<file path="src/rtl/code_lock_pkg.sv">
// Shared state encoding and LED colour constants for the two-button code lock.
// LED bits are active-low: bit2 = red, bit1 = blue, bit0 = green.
package code_lock_pkg;

    typedef enum logic [2:0] {
        ENROLL  = 3'd0,
        VERIFY  = 3'd1,
        GRANTED = 3'd2,
        DENIED  = 3'd3,
        LOCKOUT = 3'd4
    } state_t;

    localparam logic [2:0] LED_OFF   = 3'b111;
    localparam logic [2:0] LED_RED   = 3'b011;
    localparam logic [2:0] LED_BLUE  = 3'b101;
    localparam logic [2:0] LED_GREEN = 3'b110;
    localparam logic [2:0] LED_CYAN  = 3'b100;

endpackage

</file>
<file path="src/rtl/code_lock_button_event.sv">
// Synchronises both active-low buttons and emits one event per press.
// Re-arming requires both buttons released, so a held or rolled press counts once.
module button_event (
    input  logic clk,
    input  logic rst_n,
    input  logic btn_a_n,
    input  logic btn_b_n,
    output logic ev_valid,
    output logic ev_bit
);

    logic [1:0] sync_a;
    logic [1:0] sync_b;
    logic       armed;
    logic       a_s;
    logic       b_s;
    logic       one_low;

    always_comb begin
        a_s     = sync_a[1];
        b_s     = sync_b[1];
        one_low = a_s ^ b_s;
    end

    always_ff @(posedge clk or negedge rst_n) begin
        if (!rst_n) begin
            sync_a   <= '1;
            sync_b   <= '1;
            armed    <= 1'b1;
            ev_valid <= 1'b0;
            ev_bit   <= 1'b0;
        end else begin
            sync_a   <= {sync_a[0], btn_a_n};
            sync_b   <= {sync_b[0], btn_b_n};
            ev_valid <= armed && one_low;
            ev_bit   <= ~b_s;
            if (armed && one_low) begin
                armed <= 1'b0;
            end else if (a_s && b_s) begin
                armed <= 1'b1;
            end
        end
    end

endmodule

</file>
<file path="src/rtl/code_lock_sequencer.sv">
// Code lock controller: enrol, verify, grant, deny and lockout phases with a
// shared down-counter for all timeouts and a blink phase for the status LED.
module code_lock_sequencer
    import code_lock_pkg::*;
#(
    parameter int CODE_LEN       = 6,
    parameter int MAX_FAILS      = 3,
    parameter int BLINK_HALF     = 10_000_000,
    parameter int DENY_CYCLES    = 20_000_000,
    parameter int LOCKOUT_CYCLES = 200_000_000,
    parameter int IDLE_CYCLES    = 100_000_000
) (
    input  logic                             clk,
    input  logic                             rst_n,
    input  logic                             btn_a_n,
    input  logic                             btn_b_n,
    output logic [2:0]                       led,
    output logic                             unlocked,
    output logic                             locked_out,
    output logic [$clog2(MAX_FAILS+1)-1:0]   fail_count,
    output logic [2:0]                       state_dbg
);

    localparam int CW = (CODE_LEN > 1) ? $clog2(CODE_LEN) : 1;
    localparam int FW = $clog2(MAX_FAILS + 1);
    localparam logic [31:0] T_IDLE     = 32'(IDLE_CYCLES - 1);
    localparam logic [31:0] T_DENY     = 32'(DENY_CYCLES - 1);
    localparam logic [31:0] T_LOCK     = 32'(LOCKOUT_CYCLES - 1);
    localparam logic [31:0] BLINK_LAST = 32'(BLINK_HALF - 1);

    state_t              state;
    state_t              next_state;
    logic [CW-1:0]       bit_cnt;
    logic [CODE_LEN-1:0] code;
    logic [CODE_LEN-1:0] entry;
    logic [CODE_LEN-1:0] bit_sel;
    logic [CODE_LEN-1:0] new_entry;
    logic [CODE_LEN-1:0] new_code;
    logic [31:0]         timer;
    logic [31:0]         blink_cnt;
    logic                blink_on;
    logic [FW-1:0]       fail_inc;
    logic                ev_valid;
    logic                ev_bit;
    logic                last_bit;
    logic                timer_done;
    logic                idle_expire;
    logic                state_change;
    logic                code_match;
    logic [2:0]          led_d;
    logic                unlocked_d;
    logic                locked_d;

    button_event u_evt (
        .clk      (clk),
        .rst_n    (rst_n),
        .btn_a_n  (btn_a_n),
        .btn_b_n  (btn_b_n),
        .ev_valid (ev_valid),
        .ev_bit   (ev_bit)
    );

    assign state_dbg = state;

    // The last bit is merged before comparing, so the match never sees a stale entry.
    always_comb begin
        bit_sel = '0;
        for (int unsigned i = 0; i < CODE_LEN; i++) begin
            bit_sel[i] = (bit_cnt == CW'(i));
        end
        new_entry   = (entry & ~bit_sel) | ({CODE_LEN{ev_bit}} & bit_sel);
        new_code    = (code & ~bit_sel) | ({CODE_LEN{ev_bit}} & bit_sel);
        code_match  = (new_entry == code);
        last_bit    = (bit_cnt == CW'(CODE_LEN - 1));
        timer_done  = (timer == '0);
        idle_expire = timer_done && (bit_cnt != '0);
        fail_inc    = fail_count + FW'(1);
    end

    always_comb begin
        next_state = state;
        case (state)
            ENROLL:  if (ev_valid && last_bit) next_state = VERIFY;
            VERIFY: begin
                if (ev_valid && last_bit) begin
                    if (code_match)                      next_state = GRANTED;
                    else if (fail_inc == FW'(MAX_FAILS)) next_state = LOCKOUT;
                    else                                 next_state = DENIED;
                end
            end
            GRANTED: if (ev_valid)   next_state = VERIFY;
            DENIED:  if (timer_done) next_state = VERIFY;
            LOCKOUT: if (timer_done) next_state = VERIFY;
            default: next_state = ENROLL;
        endcase
        state_change = (next_state != state);
    end

    always_comb begin
        led_d      = LED_OFF;
        unlocked_d = 1'b0;
        locked_d   = 1'b0;
        case (state)
            ENROLL:  led_d = blink_on ? LED_BLUE : LED_OFF;
            VERIFY:  led_d = blink_on ? LED_CYAN : LED_OFF;
            GRANTED: begin
                led_d      = LED_GREEN;
                unlocked_d = 1'b1;
            end
            DENIED:  led_d = LED_RED;
            LOCKOUT: begin
                led_d    = blink_on ? LED_RED : LED_OFF;
                locked_d = 1'b1;
            end
            default: led_d = LED_OFF;
        endcase
    end

    always_ff @(posedge clk or negedge rst_n) begin
        if (!rst_n) begin
            state      <= ENROLL;
            bit_cnt    <= '0;
            code       <= '0;
            entry      <= '0;
            fail_count <= '0;
            timer      <= '0;
            blink_cnt  <= '0;
            blink_on   <= 1'b1;
            led        <= LED_OFF;
            unlocked   <= 1'b0;
            locked_out <= 1'b0;
        end else begin
            state      <= next_state;
            led        <= led_d;
            unlocked   <= unlocked_d;
            locked_out <= locked_d;

            if (state_change) begin
                blink_cnt <= '0;
                blink_on  <= 1'b1;
            end else if (blink_cnt >= BLINK_LAST) begin
                blink_cnt <= '0;
                blink_on  <= ~blink_on;
            end else begin
                blink_cnt <= blink_cnt + 32'd1;
            end

            if (state_change) begin
                case (next_state)
                    DENIED:  timer <= T_DENY;
                    LOCKOUT: timer <= T_LOCK;
                    default: timer <= T_IDLE;
                endcase
            end else if (ev_valid && (state == ENROLL || state == VERIFY)) begin
                timer <= T_IDLE;
            end else if (!timer_done) begin
                timer <= timer - 32'd1;
            end

            case (state)
                ENROLL: begin
                    if (ev_valid) begin
                        code    <= new_code;
                        bit_cnt <= last_bit ? '0 : bit_cnt + CW'(1);
                    end else if (idle_expire) begin
                        bit_cnt <= '0;
                        entry   <= '0;
                    end
                end
                VERIFY: begin
                    if (ev_valid) begin
                        if (last_bit) begin
                            bit_cnt    <= '0;
                            entry      <= '0;
                            fail_count <= code_match ? '0 : fail_inc;
                        end else begin
                            bit_cnt <= bit_cnt + CW'(1);
                            entry   <= new_entry;
                        end
                    end else if (idle_expire) begin
                        bit_cnt <= '0;
                        entry   <= '0;
                    end
                end
                GRANTED: begin
                    if (ev_valid) begin
                        bit_cnt <= '0;
                        entry   <= '0;
                    end
                end
                LOCKOUT: begin
                    if (timer_done) fail_count <= '0;
                end
                default: ;
            endcase
        end
    end

endmodule

</file>
<file path="config.mk">
export PLATFORM = sky130hd
export DESIGN_NAME = code_lock_sequencer
export DESIGN_NICKNAME = d
export VERILOG_FILES = /design/src/rtl/code_lock_pkg.sv /design/src/rtl/code_lock_button_event.sv /design/src/rtl/code_lock_sequencer.sv
export SDC_FILE = /design/constraint.sdc
export NUM_CORES = 1
export LEC_CHECK = 0
export CORE_ASPECT_RATIO = 1.25
export CORE_MARGIN = 2
export CORE_UTILIZATION = 30
export CTS_BUF_LIST = sky130_fd_sc_hd__clkbuf_8
export DETAILED_ROUTE_END_ITERATION = 12
export SLEW_MARGIN = 20
export SYNTH_ARGS = -nofsm -noshare
export SYNTH_HDL_FRONTEND = slang
export SYNTH_SLANG_ARGS = --single-unit
</file>
<file path="constraint.sdc">
create_clock -name clk -period 3.74 [get_ports clk]
set_input_delay 0.561 -clock clk [delete_from_list [all_inputs] [get_ports clk]]
set_output_delay 0.561 -clock clk [all_outputs]
set_load 0.01 [all_outputs]
</file>
==> out/results.txt <==
share of post-route cells with drive strength above 1: 11.4%
vias in the first global route: 3,721
status: finished, final reports clean
crit share post-route: 81.1%
Chip Height: 148 microns
Final min period: 3030 ps
MaxCap Viol Count: 0
worst skew pair latency: 380 ps
root buf cell: clkbuf_8
Via density: 4.86
Seq/Total Area, Yosys: 49.3%
Post-CTS Resized: 0
most frequent cells in the layout: 88 x dfrtp_1, 66 x nand2_1, 59 x nor2_1, 35 x xor2_1, 21 x xnor2_1
CTS Buf Count: 9
Post-Syn Instances: 500
Leakage: 2.24 nW
largest stage delay on the critical path: 610 ps
Ports: 14
CP Capture Type: register
Top delay family on crit path: simple AND/OR/NAND/NOR gates
Worst Path Max Fanout: 24
antenna viol nets, final: 0
initial core utilization: 30.5%
maximum VDD drop: 0.162 mV
Slew headroom: 49.7%
synthesized area: 4950 sq um
initial antenna violation count: 0
worst min path class: in2async
Synth async-reset ratio: 100%
crit path max-delay cell type: or4_4
Yosys reg bits: 97
worst slew pin tran: 754 ps
first-pass GRT wire length: 17.6 mm
worst path cell trace: and2_1 -> ha_1 -> mux2i_1 -> xor2_1 -> o2111ai_1 -> or4_4 -> a21o_1 -> nand3_2 -> nor2_1
dpl hpwl: 7.01 mm
Layout area overhead: 12.4%
crit path kind: reg2reg
largest net degree at the start of global routing: 83
total number of yosys warnings: 0
Worst setup SP type: register
row count: 52
# diodes: 0
CTS tree: yes
DRC viols: 0
Setup Buffers After CTS: 0
Pins Over Slew Limit: 0
maximum buffer depth of the clock tree: 2
Non-Filler Cell Area, Final: 5560 sq um
GRT overflow: 0
Core Area: 16,200 sq um
final hold vios: 0
ys flop type: dfrtp_1
overall die width: 119 microns
Worst Setup Slack, final: 705 ps
Detailed Route WL: 10.0 mm
unrepaired setup endpoints after global routing: no
WHS: 188 ps
Die Area: 17,500 sq um
H-tree depth: 3
CP Data Required Time: 3990 ps
Final Power: 2.97 mW
clock sink total: 97
worst clock skew: 12.4 ps
drt initial violations: 340
Worst Path Arrival: 3280 ps
number of flops mapped to enable cells by yosys: 0
DR pass1 iterations: 4
commonest non-fill, non-tap cell in the layout: dfrtp_1
I/O Buffers: 13
clock slew at reported path FFs: 90 ps
dpl ws: 730 ps
Power Density: 534 nW/um^2
Synth cell types: 68
# nets final: 531
syn avg cell area: 9.90 sq um
Max Fclk: 0.330 GHz
Post-CTS Hold Buffers: 0
placed cell areas: 5330 sq um
TNS Setup: 0 ps
CP Buf/Inv Count: 0
Total GRT Usage: 12.3%
vias: 3,612
# setup viols final: 0
global placer's final weighted congestion: 0.810
routed len/inst: 13.5 microns
==> logic make-up after synthesis <==
logic type | Yosys count | share of synthesized area (%)
muxes | 13 | 2.81
xor gates and xnor gates | 56 | 9.91
adders and majority gates | 5 | 1.26
buffers and inverters | 33 | 3.14
AOI/OAI and AO/OA | 64 | 9.51
DFF | 97 | 49.3
other | 1 | 0.0758
and+or+nand+nor | 231 | 24.0
==> report_power, final <==
group,internal (mW),switching [mW],total (mW)
Sequential,1.21,0.160,1.37
Clock,0.397,0.385,0.783
Combinational,0.357,0.456,0.812
==> per-stage QoR <==
| step | std cells | util [%] |
|---|---|---|
| floorplan | 507 | - |
| global placement | 727 | 32.9 |
| detailed placement | 727 | 32.9 |
| CTS | 743 | 34.3 |
| global route | 743 | 34.3 |
| finish | 743 | 34.3 |
==> layer usage <==
layer  global-route usage [%]  routed length (microns)  up-vias
met2                     21.7                     5160       55
met5                        0                        0        -
li1                         -                        -     1769
met1                     14.6                     4370     1776
met3                     2.66                      333       12
met4                     4.52                      163        0
==> path summary, 6_finish.rpt <==
| kind | slack (ps) | cells after the start | endpoint | start |
|---|---|---|---|---|
| setup / recovery | 710 | 9 | blink_cnt[16] | bit_cnt[1] |
| hold / removal | 190 | 1 | entry[5] | rst_n |
| setup reg to reg | 710 | 9 | blink_cnt[16] | bit_cnt[1] |
| hold reg to reg | 360 | 0 | u_evt.sync_a[1] | u_evt.sync_a[0] |
| max in group asynchronous | 2770 | 2 | blink_cnt[30] | rst_n |
| min in group clk | 360 | 0 | u_evt.sync_a[1] | u_evt.sync_a[0] |
==> synthesized netlist by cell type (all sizes together) (3+ instances only) <==
library cell	number	area share, %
dfrtp	88	45
nand2	66	5.0
nor2	59	4.5
xor2	35	6.2
nor3	21	2.4
xnor2	21	3.7
inv	18	1.4
nand3	16	1.8
a21oi	15	1.7
nor4	10	1.4
or3	10	1.4
buf	9	1.3
dfstp	9	4.8
o21ai	8	0.88
mux2	7	1.6
nand4	7	0.88
and3	6	0.76
clkbuf	6	0.46
mux2i	6	1.2
o31ai	6	0.91
a21boi	5	0.76
a31o	5	0.89
ha	5	1.3
or4	5	0.83
and2	4	0.51
nand2b	4	0.51
o2bb2ai	4	0.71
a211oi	3	0.56
nand3b	3	0.46
nand4b	3	0.53
nor4b	3	0.53
nor4bb	3	0.61
or3b	3	0.63
==> final cells by class <==
class | instances | area, sq um
Clock buffer | 10 | 138
Clock inverter | 6 | 90.1
Fill cell | 1628 | 10600
Inverter | 18 | 67.6
Multi-Input combinational cell | 377 | 2380
Sequential cell | 97 | 2440
Tap cell | 216 | 270
Timing Repair Buffer | 19 | 176
==> flip-flops by register name, summed over array words and instances, names as in the netlist, named ones only <==
name and cells:
u_evt.ev_bit 1, state_dbg 3, u_evt.sync_b 2, unlocked 1
entry 6, locked_out 1, u_evt.armed 1, fail_count 2
timer 32, blink_on 1, blink_cnt 32, u_evt.sync_a 2
led 3, bit_cnt 3, u_evt.ev_valid 1
==> worst reg2reg max path, delay by kind of cell (launching register included) <==
family          cells  cell delay (ps)
mux                 1              240
fa+ha+maj           1              210
xor+xnor            1              180
compound gates      2              450
simple gates        4             1290
flops               1              540
(Power assumes the default switching activity.)
